`config.mk`:
```
export PLATFORM = sky130hd
export DESIGN_NAME = midi_byte_writer_flat
export DESIGN_NICKNAME = d
export VERILOG_FILES = /design/src/rtl/midi_byte_writer_if.sv /design/src/rtl/midi_byte_writer.sv /design/src/flat_wrapper.sv
export SDC_FILE = /design/constraint.sdc
export NUM_CORES = 1
export LEC_CHECK = 0
export BUFFER_PORTS_ARGS = -buffer_cell sky130_fd_sc_hd__buf_2
export CORE_ASPECT_RATIO = 0.5
export CORE_MARGIN = 2
export CORE_UTILIZATION = 30
export DETAILED_ROUTE_END_ITERATION = 8
export GPL_TIMING_DRIVEN = 0
export HOLD_SLACK_MARGIN = 0.12
export PLACE_DENSITY_LB_ADDON = 0.08
export SLEW_MARGIN = 15
export SYNTH_ARGS = -nofsm -noshare
export SYNTH_HDL_FRONTEND = slang
export SYNTH_SLANG_ARGS = --single-unit
```
`constraint.sdc`:
```
create_clock -name clk -period 7.2 [get_ports clk]
set_clock_uncertainty 0.2 [all_clocks]
set_input_delay 0.72 -clock clk [delete_from_list [all_inputs] [get_ports clk]]
set_output_delay 0.72 -clock clk [all_outputs]
set_load 0.005 [all_outputs]
```
`src/rtl/midi_byte_writer_if.sv`:
```
// Byte handshake between a MIDI byte producer and the serial writer.
// The producer holds byteValue/byteValid; the writer answers with byteReady.
interface midi_byte_writer_if;
  logic [7:0] byteValue;
  logic       byteValid;
  logic       byteReady;

  modport master (output byteValue, output byteValid, input byteReady);
  modport slave  (input byteValue, input byteValid, output byteReady);
endinterface

```
`src/rtl/midi_byte_writer.sv`:
```
// MIDI serial transmitter: a 4-entry byte FIFO feeding a start/8-data/stop
// frame generator, with back-to-back frames and no gaps between them.
module midi_byte_writer #(
  parameter int CLKS_PER_BIT = 3200,
  parameter int FIFO_DEPTH   = 4
) (
  input  logic                     clk,
  input  logic                     rst,
  midi_byte_writer_if.slave        byteIn,
  output logic                     MIDI_TX,
  output logic                     isBusy,
  output logic [2:0]               fifoCount
);

  typedef enum logic [1:0] {IDLE, START, DATA, STOP} state_t;

  localparam logic [11:0] LastCnt  = 12'(CLKS_PER_BIT - 1);
  localparam logic [2:0]  FullCnt  = 3'(FIFO_DEPTH);

  state_t      state;
  logic [11:0] bitCnt;
  logic [2:0]  bitIdx;
  logic [7:0]  shiftReg;
  logic [7:0]  fifoMem [4];
  logic [1:0]  wrPtr;
  logic [1:0]  rdPtr;
  logic        push;
  logic        pop;
  logic        bitEnd;
  logic        fifoEmpty;

  assign fifoEmpty        = (fifoCount == 3'd0);
  assign byteIn.byteReady = ~rst & (fifoCount != FullCnt);
  assign push             = byteIn.byteValid & byteIn.byteReady;
  assign bitEnd           = (bitCnt == LastCnt);
  // A byte leaves the FIFO only when a new frame begins, from idle or straight out of a stop bit.
  assign pop              = ~fifoEmpty & ((state == IDLE) | ((state == STOP) & bitEnd));
  assign isBusy           = (state != IDLE) | ~fifoEmpty;

  always_ff @(posedge clk or posedge rst) begin
    if (rst) begin
      wrPtr     <= 2'd0;
      rdPtr     <= 2'd0;
      fifoCount <= 3'd0;
      for (int i = 0; i < 4; i++) fifoMem[i] <= 8'd0;
    end else begin
      if (push) begin
        fifoMem[wrPtr] <= byteIn.byteValue;
        wrPtr          <= wrPtr + 2'd1;
      end
      if (pop) rdPtr <= rdPtr + 2'd1;
      case ({push, pop})
        2'b10:   fifoCount <= fifoCount + 3'd1;
        2'b01:   fifoCount <= fifoCount - 3'd1;
        default: fifoCount <= fifoCount;
      endcase
    end
  end

  // Frame sequencer; MIDI_TX is registered and already carries the next bit's level on each boundary.
  always_ff @(posedge clk or posedge rst) begin
    if (rst) begin
      state    <= IDLE;
      bitCnt   <= 12'd0;
      bitIdx   <= 3'd0;
      shiftReg <= 8'd0;
      MIDI_TX  <= 1'b1;
    end else begin
      case (state)
        IDLE: begin
          bitCnt <= 12'd0;
          if (pop) begin
            state    <= START;
            shiftReg <= fifoMem[rdPtr];
            MIDI_TX  <= 1'b0;
          end
        end
        START: begin
          if (bitEnd) begin
            state    <= DATA;
            bitCnt   <= 12'd0;
            bitIdx   <= 3'd0;
            MIDI_TX  <= shiftReg[0];
            shiftReg <= shiftReg >> 1;
          end else begin
            bitCnt <= bitCnt + 12'd1;
          end
        end
        DATA: begin
          if (bitEnd) begin
            bitCnt <= 12'd0;
            if (bitIdx == 3'd7) begin
              state   <= STOP;
              MIDI_TX <= 1'b1;
            end else begin
              bitIdx   <= bitIdx + 3'd1;
              MIDI_TX  <= shiftReg[0];
              shiftReg <= shiftReg >> 1;
            end
          end else begin
            bitCnt <= bitCnt + 12'd1;
          end
        end
        STOP: begin
          if (bitEnd) begin
            bitCnt <= 12'd0;
            if (pop) begin
              state    <= START;
              shiftReg <= fifoMem[rdPtr];
              MIDI_TX  <= 1'b0;
            end else begin
              state <= IDLE;
            end
          end else begin
            bitCnt <= bitCnt + 12'd1;
          end
        end
        default: state <= IDLE;
      endcase
    end
  end

endmodule
```
`src/flat_wrapper.sv`:
```
// flat-port wrapper written by rule: the top's interface ports become plain ports
module midi_byte_writer_flat 
#(
  parameter int CLKS_PER_BIT = 3200,
  parameter int FIFO_DEPTH   = 4
)
  (clk, rst, MIDI_TX, isBusy, fifoCount, byteIn_byteValue, byteIn_byteValid, byteIn_byteReady);
  midi_byte_writer_if byteIn_i ();
  input  logic clk;
  input  logic rst;
  output logic MIDI_TX;
  output logic isBusy;
  output logic [2:0] fifoCount;
  input wire logic [$bits(byteIn_i.byteValue)-1:0] byteIn_byteValue;
  input wire logic [$bits(byteIn_i.byteValid)-1:0] byteIn_byteValid;
  output wire logic [$bits(byteIn_i.byteReady)-1:0] byteIn_byteReady;
  assign byteIn_i.byteValue = byteIn_byteValue;
  assign byteIn_i.byteValid = byteIn_byteValid;
  assign byteIn_byteReady = byteIn_i.byteReady;
  midi_byte_writer #(.CLKS_PER_BIT(CLKS_PER_BIT), .FIFO_DEPTH(FIFO_DEPTH)) u_core (.clk(clk), .rst(rst), .byteIn(byteIn_i), .MIDI_TX(MIDI_TX), .isBusy(isBusy), .fifoCount(fifoCount));
endmodule
```
==> run_summary.xml, run 1 <==
<?xml version="1.0" encoding="UTF-8"?>
<metrics>
  <group name="yosys">
    <metric name="synthesized_net_count" unit="">272</metric>
    <metric name="synth_cell_types" unit="">39</metric>
    <metric name="synthArstFlopShare" unit="%">100</metric>
    <metric name="synth-seq-area-share" unit="%">50.1</metric>
    <metric name="synth_enable_flop_cells" unit="">0</metric>
    <metric name="ys.warnings.count" unit="">0</metric>
    <metric name="main_synth_ff_type" unit="">sky130_fd_sc_hd__dfrtp_1</metric>
    <metric name="mappedNetlistArea" unit="mm²">0.00325</metric>
    <metric name="postSynthAreaPerCell" unit="µm²">13.1</metric>
    <metric name="yosys_register_bits" unit="">65</metric>
    <metric name="synth_cells" unit="">248</metric>
  </group>
  <group name="sta">
    <metric name="setup_ws" unit="ns">4.14</metric>
    <metric name="tns" unit="ns">0</metric>
    <metric name="setup-violations-final" unit="">0</metric>
    <metric name="slew_headroom" unit="%">32.7</metric>
    <metric name="max_clock_freq" unit="MHz">327</metric>
    <metric name="final_min_period_over_clock_period" unit="%">42.5</metric>
    <metric name="maxSlewViolCount" unit="">0</metric>
    <metric name="rsz0062_at_grt" unit="">no</metric>
    <metric name="worst-slew-pin-transition" unit="ns">1.00</metric>
    <metric name="final_hold_viol_count" unit="">0</metric>
    <metric name="min_period" unit="ns">3.06</metric>
  </group>
  <group name="critical_path">
    <metric name="worst_setup_path_category" unit="">register to register</metric>
    <metric name="startpoint_type" unit="">register</metric>
    <metric name="timing.critical_path.required" unit="ns">7.21</metric>
    <metric name="ff2ff_path_depth" unit="">8</metric>
    <metric name="end_kind" unit="">register</metric>
    <metric name="critical_path.max_fanout" unit="">8</metric>
    <metric name="worst-endpoint-arrival" unit="ns">3.07</metric>
  </group>
  <group name="route">
    <metric name="detailedRoute.firstPassIterationCount" unit="">4</metric>
    <metric name="finalWirelength" unit="mm">6.54</metric>
    <metric name="via_count" unit="">1952</metric>
    <metric name="postRouteAntennaNets" unit="">0</metric>
    <metric name="drt_iter0_markers" unit="">80</metric>
    <metric name="vias_per_cell" unit="">4.64</metric>
    <metric name="post_drt_wl_per_cell" unit="µm">15.5</metric>
    <metric name="drc_errors" unit="">0</metric>
  </group>
  <group name="place">
    <metric name="io_buffers" unit="">16</metric>
    <metric name="post-place-cells" unit="">405</metric>
    <metric name="gp_congestion" unit="">0.728</metric>
    <metric name="dpl.hpwl" unit="mm">4.42</metric>
    <metric name="dpl_worst_slack" unit="ns">4.09</metric>
  </group>
  <group name="power">
    <metric name="vdd_drop_max" unit="V">0.000141</metric>
    <metric name="pwr-share-clk" unit="%">24.1</metric>
    <metric name="p_seq_share" unit="%">35.2</metric>
    <metric name="switching_share" unit="%">32.6</metric>
    <metric name="pwr_density_cell" unit="mW/mm²">462</metric>
    <metric name="sw_power" unit="mW">0.574</metric>
    <metric name="power" unit="mW">1.76</metric>
    <metric name="comb_power_share" unit="%">40.7</metric>
    <metric name="internal_power_contribution" unit="mW">1.19</metric>
    <metric name="cellLeakagePower" unit="nW">1.69</metric>
  </group>
  <group name="clock_tree">
    <metric name="path_clk_slew" unit="ns">0.05</metric>
    <metric name="ctsHtreeMaxLevel" unit="">3</metric>
    <metric name="clock_tree_from_tritoncts" unit="">done</metric>
    <metric name="number_of_buffers_between_clock_root_and_the_deepest_sink" unit="">2</metric>
    <metric name="number_of_sinks_on_the_clock_net" unit="">65</metric>
    <metric name="cts.repair_timing.setup_buffer_count" unit="">0</metric>
    <metric name="clk_lat_worst_skew" unit="ns">0.33</metric>
    <metric name="number_of_buffers_inserted_by_hold_repair_at_cts" unit="">0</metric>
    <metric name="ctsResizeCount" unit="">0</metric>
    <metric name="cts_root_buffer" unit="">sky130_fd_sc_hd__clkbuf_16</metric>
    <metric name="cts_buffers" unit="">9</metric>
  </group>
  <group name="floorplan">
    <metric name="core_area" unit="mm²">0.0104</metric>
    <metric name="dieArea" unit="mm²">0.0117</metric>
    <metric name="initial_core_util" unit="%">31.3</metric>
    <metric name="y_dimension_of_the_die" unit="µm">77.6</metric>
    <metric name="chipWidth" unit="µm">151</metric>
    <metric name="rows" unit="">26</metric>
    <metric name="design.portCount" unit="">17</metric>
  </group>
  <group name="worst_hold_path">
    <metric name="hold_path.class" unit="">input port to async pin</metric>
  </group>
  <group name="cells_and_area">
    <metric name="finalNonFillerCells" unit="">421</metric>
    <metric name="fin_nets" unit="">300</metric>
    <metric name="drive_above_1_share" unit="%">35.9</metric>
    <metric name="final_common_cell" unit="">sky130_fd_sc_hd__dfrtp_1</metric>
    <metric name="layout.cells.most_common_list" unit="">64 x sky130_fd_sc_hd__dfrtp_1, 43 x sky130_fd_sc_hd__mux2_2, 18 x sky130_fd_sc_hd__nor2_1, 17 x sky130_fd_sc_hd__buf_2</metric>
    <metric name="n_antenna_cell" unit="">0</metric>
    <metric name="area.growth.synth_to_final" unit="%">17.6</metric>
    <metric name="nFillCells" unit="">1017</metric>
  </group>
  <group name="grt">
    <metric name="antenna_found_initial" unit="">0</metric>
    <metric name="global_route_total_overflow" unit="">0</metric>
    <metric name="grt_max_degree" unit="">50</metric>
    <metric name="vias_in_the_first_global_route" unit="">2111</metric>
    <metric name="grt_util_all_layers" unit="%">12.8</metric>
    <metric name="grt_first_pass_wirelength" unit="mm">11.1</metric>
  </group>
  <group name="status">
    <metric name="run_status" unit="">finished, final reports clean</metric>
  </group>
  <group name="run">
    <metric name="timing.max_cap.violations" unit="">0</metric>
  </group>
</metrics>
==> cells in the mapped netlist (2+ instances only) <==
cell type | count | area, µm²
sky130_fd_sc_hd__a211o_1 | 2 | 17.5
sky130_fd_sc_hd__a21oi_1 | 4 | 20.0
sky130_fd_sc_hd__a22o_1 | 2 | 17.5
sky130_fd_sc_hd__and3_1 | 3 | 18.8
sky130_fd_sc_hd__clkbuf_1 | 5 | 18.8
sky130_fd_sc_hd__dfrtp_1 | 64 | 1600
sky130_fd_sc_hd__ha_1 | 12 | 150
sky130_fd_sc_hd__inv_1 | 12 | 45.0
sky130_fd_sc_hd__mux2_2 | 43 | 484
sky130_fd_sc_hd__mux2_4 | 8 | 120
sky130_fd_sc_hd__mux4_2 | 8 | 180
sky130_fd_sc_hd__nand2_1 | 12 | 45.0
sky130_fd_sc_hd__nand2b_1 | 2 | 12.5
sky130_fd_sc_hd__nand3_1 | 5 | 25.0
sky130_fd_sc_hd__nor2_1 | 18 | 67.6
sky130_fd_sc_hd__nor2b_1 | 2 | 12.5
sky130_fd_sc_hd__nor3_1 | 5 | 25.0
sky130_fd_sc_hd__nor3b_1 | 2 | 15.0
sky130_fd_sc_hd__o21ai_0 | 5 | 25.0
sky130_fd_sc_hd__o21ai_1 | 2 | 10.0
sky130_fd_sc_hd__o32a_1 | 2 | 20.0
sky130_fd_sc_hd__xnor2_1 | 10 | 87.6
sky130_fd_sc_hd__xor2_1 | 4 | 35.0
==> critical path, stage by stage, from the launching register on <==
cell,delay [ns]
sky130_fd_sc_hd__dfrtp_1,0.41
sky130_fd_sc_hd__ha_1,0.26
sky130_fd_sc_hd__nand2_1,0.15
sky130_fd_sc_hd__nor4_2,0.69
sky130_fd_sc_hd__a21oi_1,0.21
sky130_fd_sc_hd__nor2_1,0.14
sky130_fd_sc_hd__ha_1,0.21
sky130_fd_sc_hd__fa_1,0.42
sky130_fd_sc_hd__mux2_2,0.26
==> final timing paths <==
path	startpoint	end	slack, ns
worst max-delay path	u_core.bitCnt[0]	u_core.fifoCount[1]	4.14
worst min-delay path	rst	u_core.fifoCount[1]	0.14
worst max register to register	u_core.bitCnt[0]	u_core.fifoCount[1]	4.14
worst min register to register	u_core.fifoMem[10]	u_core.fifoMem[10]	0.30
max in group asynchronous	rst	u_core.bitCnt[0]	6.14
min in group clk	u_core.fifoMem[10]	u_core.fifoMem[10]	0.30
==> final cells by class <==
type                    count  area, µm²  share of cell area, %
clock buffers              10        229                   5.99
flip-flops and latches     65       1630                   42.6
multi-input cells         165       1550                   40.6
inverters                  12       47.5                   1.24
plain buffers               6       23.8                  0.622
repair buffers             17        108                   2.82
well taps                 140        175                   4.58
clock inverters             6       58.8                   1.54
==> state kept, by name, indices dropped and copies added, names as in the netlist <==
| register | count |
|---|---|
| u_core.fifoMem | 32 |
| u_core.bitCnt | 12 |
| u_core.shiftReg | 8 |
| u_core.bitIdx | 3 |
| u_core.fifoCount | 3 |
| u_core.rdPtr | 2 |
| u_core.state | 2 |
| u_core.wrPtr | 2 |
| u_core.MIDI_TX | 1 |
==> layer usage <==
layer / GRT usage (%) / share of wire, %
met3: 4.24 / 3.2
met2: 19.7 / 44
met5: 0 / 0
met4: 4.49 / 1.5
met1: 16.8 / 51
==> through the flow <==
step | area [µm²] | util, % | hold slack [ns]
finish | 3820 | 36.8 | 0.144
global placement | 3500 | 33.8 | 0.282
detailed placement | 3530 | 34.1 | 0.288
floorplan | 3250 | - | 0.270
CTS | 3820 | 36.8 | 0.140
global route | 3820 | 36.8 | 0.157
==> power groups by stage <==
stage	combinational, mW	clock, mW	sequential, mW
after floorplan	0.586	0	0.598
after global placement	0.707	0	0.620
after detailed placement	0.729	0	0.627
after CTS	0.731	0.439	0.622
after global routing	0.792	0.460	0.643
final	0.718	0.426	0.620
==> kinds of logic after synthesis <==
| logic type | count (synthesis) | synth area share [%] |
|---|---|---|
| AO/OA/AOI/OAI | 25 | 5.89 |
| XOR/XNOR | 14 | 3.77 |
| adder cells (fa/ha/maj) | 13 | 5.24 |
| buffers and inverters | 18 | 2.12 |
| flip-flops | 65 | 50.1 |
| multiplexers | 59 | 24.1 |
| AND/OR/NAND/NOR | 54 | 8.74 |
(Power assumes the default switching activity.)
==> inputs of run 2 (changes only) <==
==> constraint.sdc (replaced) <==
create_clock -name clk -period 2.9 [get_ports clk]
set_clock_uncertainty 0.2 [all_clocks]
set_input_delay 0.29 -clock clk [delete_from_list [all_inputs] [get_ports clk]]
set_output_delay 0.29 -clock clk [all_outputs]
set_load 0.005 [all_outputs]
==> run 2 against run 1 <==
  * First-iteration DRC count increased by 13%
  * Via count is 2.3% higher
  * Sequential share of layout area decreased by 1.4 points
  * Final cell count rose by 2.9%
  * Die area unchanged
  * Wire length rose by 0.60%
  * Combinational power increased to 2.5 times the previous value
  * Sequential power is 150% higher
  * Largest cell class unchanged
  * Highest routed layer unchanged
==> run_summary.xml, run 2 (same netlist as run 1, synthesis figures left out) <==
<?xml version="1.0" encoding="UTF-8"?>
<metrics>
  <group name="power">
    <metric name="internal_power_contribution" unit="mW">2.96</metric>
    <metric name="sw_power" unit="mW">1.43</metric>
    <metric name="pwr-share-clk" unit="%">24.0</metric>
    <metric name="vdd_drop_max" unit="V">0.000355</metric>
    <metric name="comb_power_share" unit="%">40.9</metric>
    <metric name="switching_share" unit="%">32.6</metric>
    <metric name="cellLeakagePower" unit="nW">1.75</metric>
    <metric name="p_seq_share" unit="%">35.1</metric>
    <metric name="pwr_density_cell" unit="mW/mm²">1110</metric>
  </group>
  <group name="cells_and_area">
    <metric name="layout.cells.most_common_list" unit="">64 x sky130_fd_sc_hd__dfrtp_1, 43 x sky130_fd_sc_hd__mux2_2, 18 x sky130_fd_sc_hd__nor2_1, 17 x sky130_fd_sc_hd__buf_2</metric>
    <metric name="drive_above_1_share" unit="%">35.8</metric>
    <metric name="largest_reg_flops" unit="">32</metric>
    <metric name="fin_nets" unit="">312</metric>
    <metric name="regMostFlops" unit="">u_core.fifoMem</metric>
    <metric name="n_antenna_cell" unit="">0</metric>
    <metric name="nFillCells" unit="">1009</metric>
    <metric name="final_common_cell" unit="">sky130_fd_sc_hd__dfrtp_1</metric>
    <metric name="biggestRegsByFlops" unit="">u_core.fifoMem: 32 flops, u_core.bitCnt: 12 flops, u_core.shiftReg: 8 flops</metric>
    <metric name="ff_latch_area" unit="mm²">0.00163</metric>
    <metric name="area_of_the_multi_input_gates" unit="mm²">0.00157</metric>
    <metric name="area.growth.synth_to_final" unit="%">21.5</metric>
  </group>
  <group name="route">
    <metric name="drt_iter0_markers" unit="">90</metric>
    <metric name="top_layer_used" unit="">met4</metric>
    <metric name="via_count" unit="">1996</metric>
    <metric name="drc_errors" unit="">0</metric>
    <metric name="dr_wl_met3" unit="µm">158</metric>
    <metric name="met1Wirelength" unit="mm">3.40</metric>
    <metric name="post_drt_wl_per_cell" unit="µm">15.2</metric>
    <metric name="postRouteAntennaNets" unit="">0</metric>
    <metric name="dr_wl_met2" unit="mm">2.92</metric>
    <metric name="vias_per_cell" unit="">4.61</metric>
    <metric name="finalWirelength" unit="mm">6.58</metric>
    <metric name="detailedRoute.firstPassIterationCount" unit="">4</metric>
  </group>
  <group name="critical_path">
    <metric name="startpoint_type" unit="">register</metric>
    <metric name="reg2reg_setup_slack" unit="ns">0.20</metric>
    <metric name="worstReg2RegEnd" unit="">u_core.fifoCount[1]</metric>
    <metric name="cp.buffers_inverters" unit="">1</metric>
    <metric name="critical_path.max_fanout" unit="">6</metric>
    <metric name="ff2ff_path_depth" unit="">8</metric>
    <metric name="worst-endpoint-arrival" unit="ns">2.72</metric>
    <metric name="worstPathCellList" unit="">or3_4 &gt; nor4_4 &gt; buf_4 &gt; a21oi_1 &gt; nor2_1 &gt; ha_1 &gt; fa_1 &gt; mux2_2</metric>
    <metric name="timing.critical_path.slowest_stage_cell" unit="">sky130_fd_sc_hd__dfrtp_1</metric>
    <metric name="worst_setup_path_category" unit="">register to register</metric>
    <metric name="end_kind" unit="">register</metric>
    <metric name="timing.critical_path.slowest_cell_delay" unit="ns">0.43</metric>
    <metric name="critical-path-top-delay-family" unit="">simple AND/OR/NAND/NOR gates</metric>
    <metric name="timing.critical_path.required" unit="ns">2.91</metric>
    <metric name="regToRegStartpoint" unit="">u_core.bitCnt[7]</metric>
  </group>
  <group name="clock_tree">
    <metric name="number_of_sinks_on_the_clock_net" unit="">65</metric>
    <metric name="ctsHtreeMaxLevel" unit="">3</metric>
    <metric name="path_clk_slew" unit="ns">0.06</metric>
    <metric name="cts_root_buffer" unit="">sky130_fd_sc_hd__clkbuf_16</metric>
    <metric name="cts_buffers" unit="">9</metric>
    <metric name="clock_tree_from_tritoncts" unit="">done</metric>
    <metric name="number_of_buffers_between_clock_root_and_the_deepest_sink" unit="">2</metric>
    <metric name="clk_lat_worst_skew" unit="ns">0.33</metric>
  </group>
  <group name="place">
    <metric name="gp_congestion" unit="">0.728</metric>
    <metric name="io_buffers" unit="">16</metric>
    <metric name="dpl_worst_slack" unit="ns">-0.208</metric>
    <metric name="dpl.hpwl" unit="mm">4.42</metric>
  </group>
  <group name="sta">
    <metric name="slew_headroom" unit="%">55.5</metric>
    <metric name="min_period" unit="ns">2.70</metric>
    <metric name="rsz0062_at_grt" unit="">no</metric>
    <metric name="final_hold_viol_count" unit="">0</metric>
    <metric name="max_clock_freq" unit="MHz">370</metric>
    <metric name="setup_ws" unit="ns">0.197</metric>
    <metric name="tns" unit="ns">0</metric>
    <metric name="maxSlewViolCount" unit="">0</metric>
    <metric name="worst-slew-pin-transition" unit="ns">0.667</metric>
    <metric name="timing.hold.ws" unit="ns">0.168</metric>
    <metric name="setup-violations-final" unit="">0</metric>
    <metric name="final_min_period_over_clock_period" unit="%">93.2</metric>
  </group>
  <group name="grt">
    <metric name="antenna_found_initial" unit="">0</metric>
    <metric name="grt_max_degree" unit="">50</metric>
    <metric name="vias_in_the_first_global_route" unit="">2128</metric>
    <metric name="grt_util_all_layers" unit="%">12.8</metric>
    <metric name="grt_first_pass_wirelength" unit="mm">11.2</metric>
    <metric name="global_route_total_overflow" unit="">0</metric>
  </group>
  <group name="status">
    <metric name="run_status" unit="">finished, final reports clean</metric>
  </group>
  <group name="floorplan">
    <metric name="chipWidth" unit="µm">151</metric>
    <metric name="initial_core_util" unit="%">31.3</metric>
    <metric name="core_area" unit="mm²">0.0104</metric>
    <metric name="dieArea" unit="mm²">0.0117</metric>
    <metric name="design.portCount" unit="">17</metric>
    <metric name="rows" unit="">26</metric>
    <metric name="y_dimension_of_the_die" unit="µm">77.6</metric>
  </group>
  <group name="run">
    <metric name="timing.max_cap.violations" unit="">0</metric>
  </group>
  <group name="worst_hold_path">
    <metric name="holdPathStages" unit="">4</metric>
    <metric name="hold_path.class" unit="">input port to register</metric>
    <metric name="hold_path_startpoint" unit="">byteIn_byteValid</metric>
    <metric name="min_to" unit="">u_core.wrPtr[0]</metric>
  </group>
</metrics>
[run 2: changes by cell type in the layout (fill, tap and decap cells not counted)]
cell,before,now
sky130_fd_sc_hd__dlygate4sd3_1,0,9
sky130_fd_sc_hd__buf_4,0,3
sky130_fd_sc_hd__nor4_2,1,0
sky130_fd_sc_hd__nor3_1,5,4
sky130_fd_sc_hd__nor3_2,0,1
sky130_fd_sc_hd__nor4_4,0,1
[run 2: layout make-up]
class	instances	area share, %
Buffer	6	0.602
Clock buffer	10	5.80
Clock inverter	6	1.49
Inverter	12	1.20
Multi-Input combinational cell	165	39.7
Sequential cell	65	41.2
Tap cell	140	4.44
Timing Repair Buffer	29	5.58
[run 2: timing repair]
item                                    CTS  global route
setup buffers                             0             3
endpoints found under the setup margin    2             2
gates resized for setup                   1             1
hold endpoints to repair                 97             0
hold buffers                              9             0
pin swaps                                 0             1
[run 2: routing by layer]
layer	vias up	global-route usage, %
li1	984	-
met4	0	4.49
met2	13	19.9
met3	10	4.24
met1	989	16.9
met5	-	0
[run 2: power by group through the flow]
stage	Clock [mW]	Combinational, mW	Sequential (mW)
floorplan	0	1.45	1.49
global placement	0	1.76	1.54
detailed placement	0	1.81	1.56
CTS	1.09	1.83	1.54
global route	1.14	1.98	1.60
finish	1.05	1.80	1.54
[run 2: per-stage QoR]
stage	cell area (µm²)	utilization, %	power, mW	instances
global placement	3500	33.8	3.29	404
global route	3950	38.1	4.72	433
floorplan	3250	-	2.94	248
finish	3950	38.1	4.39	433
CTS	3920	37.8	4.46	430
detailed placement	3530	34.1	3.37	405
[run 2: tightest hold or removal path, cell delays in order]
cell                       delay [ns]
sky130_fd_sc_hd__buf_2           0.09
sky130_fd_sc_hd__inv_1           0.05
sky130_fd_sc_hd__a211oi_2        0.08
sky130_fd_sc_hd__xnor2_1         0.13
[run 2: worst max path at each step]
stage,start,to,slack (ns),depth (start not counted)
after global placement,u_core.bitCnt[0],u_core.fifoCount[1],-0.15,8
after detailed placement,u_core.bitCnt[0],u_core.fifoCount[1],-0.21,8
after global routing,u_core.bitCnt[0],u_core.fifoCount[2],0.04,11
final,u_core.bitCnt[7],u_core.fifoCount[1],0.20,8
after CTS,u_core.bitCnt[0],u_core.fifoCount[1],0.002,8
after floorplan,u_core.bitCnt[0],u_core.fifoCount[1],0.26,8
==> inputs of run 3 (changes only) <==
--- a/config.mk
+++ b/config.mk
@@ -13,6 +13,7 @@
 export GPL_TIMING_DRIVEN = 0
 export HOLD_SLACK_MARGIN = 0.12
 export PLACE_DENSITY_LB_ADDON = 0.08
+export RECOVER_POWER = 50
 export SLEW_MARGIN = 15
 export SYNTH_ARGS = -nofsm -noshare
 export SYNTH_HDL_FRONTEND = slang
==> run 3 against run 2 <==
  * Combinational power about the same
  * Worst hold slack improved by 0.00063 ns
  * Final cell count unchanged
  * Worst setup slack improved by 0.00079 ns
  * Fmax about the same
  * Sequential share of layout area increased by 0.28 points
  * Register-to-register slack about the same
  * Clock power about the same
  * Critical endpoint unchanged
==> run_summary.xml, run 3 (same netlist as run 1, synthesis figures left out) <==
<?xml version="1.0" encoding="UTF-8"?>
<metrics>
  <group name="grt">
    <metric name="vias_in_the_first_global_route" unit="">2128</metric>
    <metric name="grtUsageMet3" unit="%">4.24</metric>
    <metric name="global_route_total_overflow" unit="">0</metric>
    <metric name="grt.busiest_layer" unit="">met2</metric>
    <metric name="groute.layer.met2.usage" unit="%">19.9</metric>
    <metric name="grt_util_all_layers" unit="%">12.8</metric>
    <metric name="grt_first_pass_wirelength" unit="mm">11.2</metric>
    <metric name="antenna_found_initial" unit="">0</metric>
    <metric name="met1_usage" unit="%">16.9</metric>
    <metric name="grt_max_degree" unit="">50</metric>
  </group>
  <group name="power">
    <metric name="cellLeakagePower" unit="nW">1.73</metric>
    <metric name="vdd_drop_max" unit="V">0.000355</metric>
    <metric name="pwr_density_cell" unit="mW/mm²">1120</metric>
  </group>
  <group name="sta">
    <metric name="final_min_period_over_clock_period" unit="%">93.2</metric>
    <metric name="slew_headroom" unit="%">17.8</metric>
    <metric name="final_hold_viol_count" unit="">0</metric>
    <metric name="setup_ws" unit="ns">0.198</metric>
    <metric name="max_clock_freq" unit="MHz">370</metric>
    <metric name="min_period" unit="ns">2.70</metric>
    <metric name="rsz0062_at_grt" unit="">no</metric>
    <metric name="maxSlewViolCount" unit="">0</metric>
    <metric name="setup-violations-final" unit="">0</metric>
    <metric name="timing.hold.ws" unit="ns">0.168</metric>
    <metric name="worst-slew-pin-transition" unit="ns">1.23</metric>
  </group>
  <group name="clock_tree">
    <metric name="number_of_sinks_on_the_clock_net" unit="">65</metric>
    <metric name="ctsHtreeMaxLevel" unit="">3</metric>
    <metric name="clock_tree_from_tritoncts" unit="">done</metric>
    <metric name="number_of_buffers_between_clock_root_and_the_deepest_sink" unit="">2</metric>
    <metric name="path_clk_slew" unit="ns">0.06</metric>
    <metric name="clk_lat_worst_skew" unit="ns">0.33</metric>
    <metric name="cts_buffers" unit="">9</metric>
    <metric name="cts_root_buffer" unit="">sky130_fd_sc_hd__clkbuf_16</metric>
  </group>
  <group name="cells_and_area">
    <metric name="layout.cells.most_common_list" unit="">64 x sky130_fd_sc_hd__dfrtp_1, 43 x sky130_fd_sc_hd__mux2_2, 18 x sky130_fd_sc_hd__nor2_1, 15 x sky130_fd_sc_hd__buf_2</metric>
    <metric name="biggestRegsByFlops" unit="">u_core.fifoMem: 32 flops, u_core.bitCnt: 12 flops, u_core.shiftReg: 8 flops</metric>
    <metric name="final_common_cell" unit="">sky130_fd_sc_hd__dfrtp_1</metric>
    <metric name="area.growth.synth_to_final" unit="%">20.7</metric>
    <metric name="fin_nets" unit="">312</metric>
    <metric name="n_antenna_cell" unit="">0</metric>
    <metric name="nFillCells" unit="">1011</metric>
    <metric name="regMostFlops" unit="">u_core.fifoMem</metric>
    <metric name="drive_above_1_share" unit="%">35.2</metric>
    <metric name="largest_reg_flops" unit="">32</metric>
  </group>
  <group name="run">
    <metric name="timing.max_cap.violations" unit="">0</metric>
  </group>
  <group name="critical_path">
    <metric name="end_kind" unit="">register</metric>
    <metric name="worst_setup_path_category" unit="">register to register</metric>
    <metric name="worst-endpoint-arrival" unit="ns">2.72</metric>
    <metric name="critical_path.max_fanout" unit="">6</metric>
    <metric name="startpoint_type" unit="">register</metric>
    <metric name="timing.critical_path.required" unit="ns">2.91</metric>
    <metric name="worstPathCellList" unit="">or3_4 &gt; nor4_4 &gt; buf_4 &gt; a21oi_1 &gt; nor2_1 &gt; ha_1 &gt; fa_1 &gt; mux2_2</metric>
    <metric name="ff2ff_path_depth" unit="">8</metric>
    <metric name="timing.critical_path.slowest_stage_cell" unit="">sky130_fd_sc_hd__or3_4</metric>
    <metric name="timing.critical_path.slowest_cell_delay" unit="ns">0.43</metric>
  </group>
  <group name="place">
    <metric name="gp_congestion" unit="">0.728</metric>
    <metric name="dpl_worst_slack" unit="ns">-0.208</metric>
    <metric name="io_buffers" unit="">16</metric>
    <metric name="dpl.hpwl" unit="mm">4.42</metric>
  </group>
  <group name="route">
    <metric name="postRouteAntennaNets" unit="">0</metric>
    <metric name="post_drt_wl_per_cell" unit="µm">15.2</metric>
    <metric name="drt_iter0_markers" unit="">91</metric>
    <metric name="via_count" unit="">2001</metric>
    <metric name="finalWirelength" unit="mm">6.57</metric>
    <metric name="drc_errors" unit="">0</metric>
    <metric name="detailedRoute.firstPassIterationCount" unit="">4</metric>
    <metric name="vias_per_cell" unit="">4.62</metric>
  </group>
  <group name="floorplan">
    <metric name="dieArea" unit="mm²">0.0117</metric>
    <metric name="core_area" unit="mm²">0.0104</metric>
    <metric name="rows" unit="">26</metric>
    <metric name="chipWidth" unit="µm">151</metric>
    <metric name="initial_core_util" unit="%">31.3</metric>
    <metric name="design.portCount" unit="">17</metric>
    <metric name="y_dimension_of_the_die" unit="µm">77.6</metric>
  </group>
  <group name="status">
    <metric name="run_status" unit="">finished, final reports clean</metric>
  </group>
  <group name="worst_hold_path">
    <metric name="holdPathStages" unit="">4</metric>
    <metric name="hold_path.class" unit="">input port to register</metric>
  </group>
</metrics>
[run 3: cell count changes in the layout (fill, tap and decap cells not counted)]
cell	delta
sky130_fd_sc_hd__buf_2	-2
sky130_fd_sc_hd__clkbuf_1	+2
sky130_fd_sc_hd__buf_16	-1
sky130_fd_sc_hd__clkbuf_2	+1
sky130_fd_sc_hd__clkinvlp_2	+1
sky130_fd_sc_hd__inv_4	-1
[run 3: through the flow]
stage                     setup TNS [ns]  power (mW)  std cells  cell area [µm²]  utilization [%]
final                                  0        4.39        433             3920             37.8
after global routing                   0        4.72        433             3920             37.8
after CTS                              0        4.46        430             3920             37.8
after detailed placement          -0.263        3.37        405             3530             34.1
after global placement             -8.49        3.29        404             3500             33.8
after floorplan                        0        2.94        248             3250                -
[run 3: area by class of cell]
type	count	area (µm²)	area share (%)
Buffer	6	23.8	0.606
Clock buffer	10	229	5.84
Clock inverter	6	58.8	1.50
Sequential cell	65	1630	41.5
Multi-Input combinational cell	165	1570	39.9
Inverter	12	46.3	1.18
Tap cell	140	175	4.47
Timing Repair Buffer	29	195	4.98
[run 3: repair_timing]
| action | CTS | global route |
|---|---|---|
| setup endpoints to repair | 2 | 2 |
| pin swaps | 0 | 1 |
| endpoints found under the hold margin | 97 | 0 |
| buffers inserted | 0 | 3 |
| resized for setup | 1 | 1 |
| hold buffers | 9 | 0 |
[run 3: worst paths after layout]
kind | end | slack, ns | start
setup / recovery | u_core.fifoCount[1] | 0.20 | u_core.bitCnt[7]
setup reg to reg | u_core.fifoCount[1] | 0.20 | u_core.bitCnt[7]
hold / removal | u_core.wrPtr[0] | 0.17 | byteIn_byteValid
hold reg to reg | u_core.fifoMem[10] | 0.30 | u_core.fifoMem[10]
max in group asynchronous | u_core.bitCnt[0] | 0.46 | rst
min in group asynchronous | u_core.fifoCount[1] | 0.44 | rst
[run 3: routing by layer]
layer | share of wire, % | vias to the layer above
met5 | 0 | -
met4 | 1.4 | 0
met3 | 2.5 | 10
met2 | 45 | 16
met1 | 52 | 991
li1 | - | 984
[run 3: where the power goes]
part	internal [mW]	switching, mW
registers	1.29	0.248
logic	1.00	0.787
clock network	0.660	0.393
[run 3: worst max-delay path: cells and delay by family, from the launching register on]
family,cells,cell delay [ns]
mux,1,0.26
flops,1,0.42
buf+inv,1,0.19
compound gates,1,0.10
fa+ha+maj,2,0.62
simple gates,3,0.80
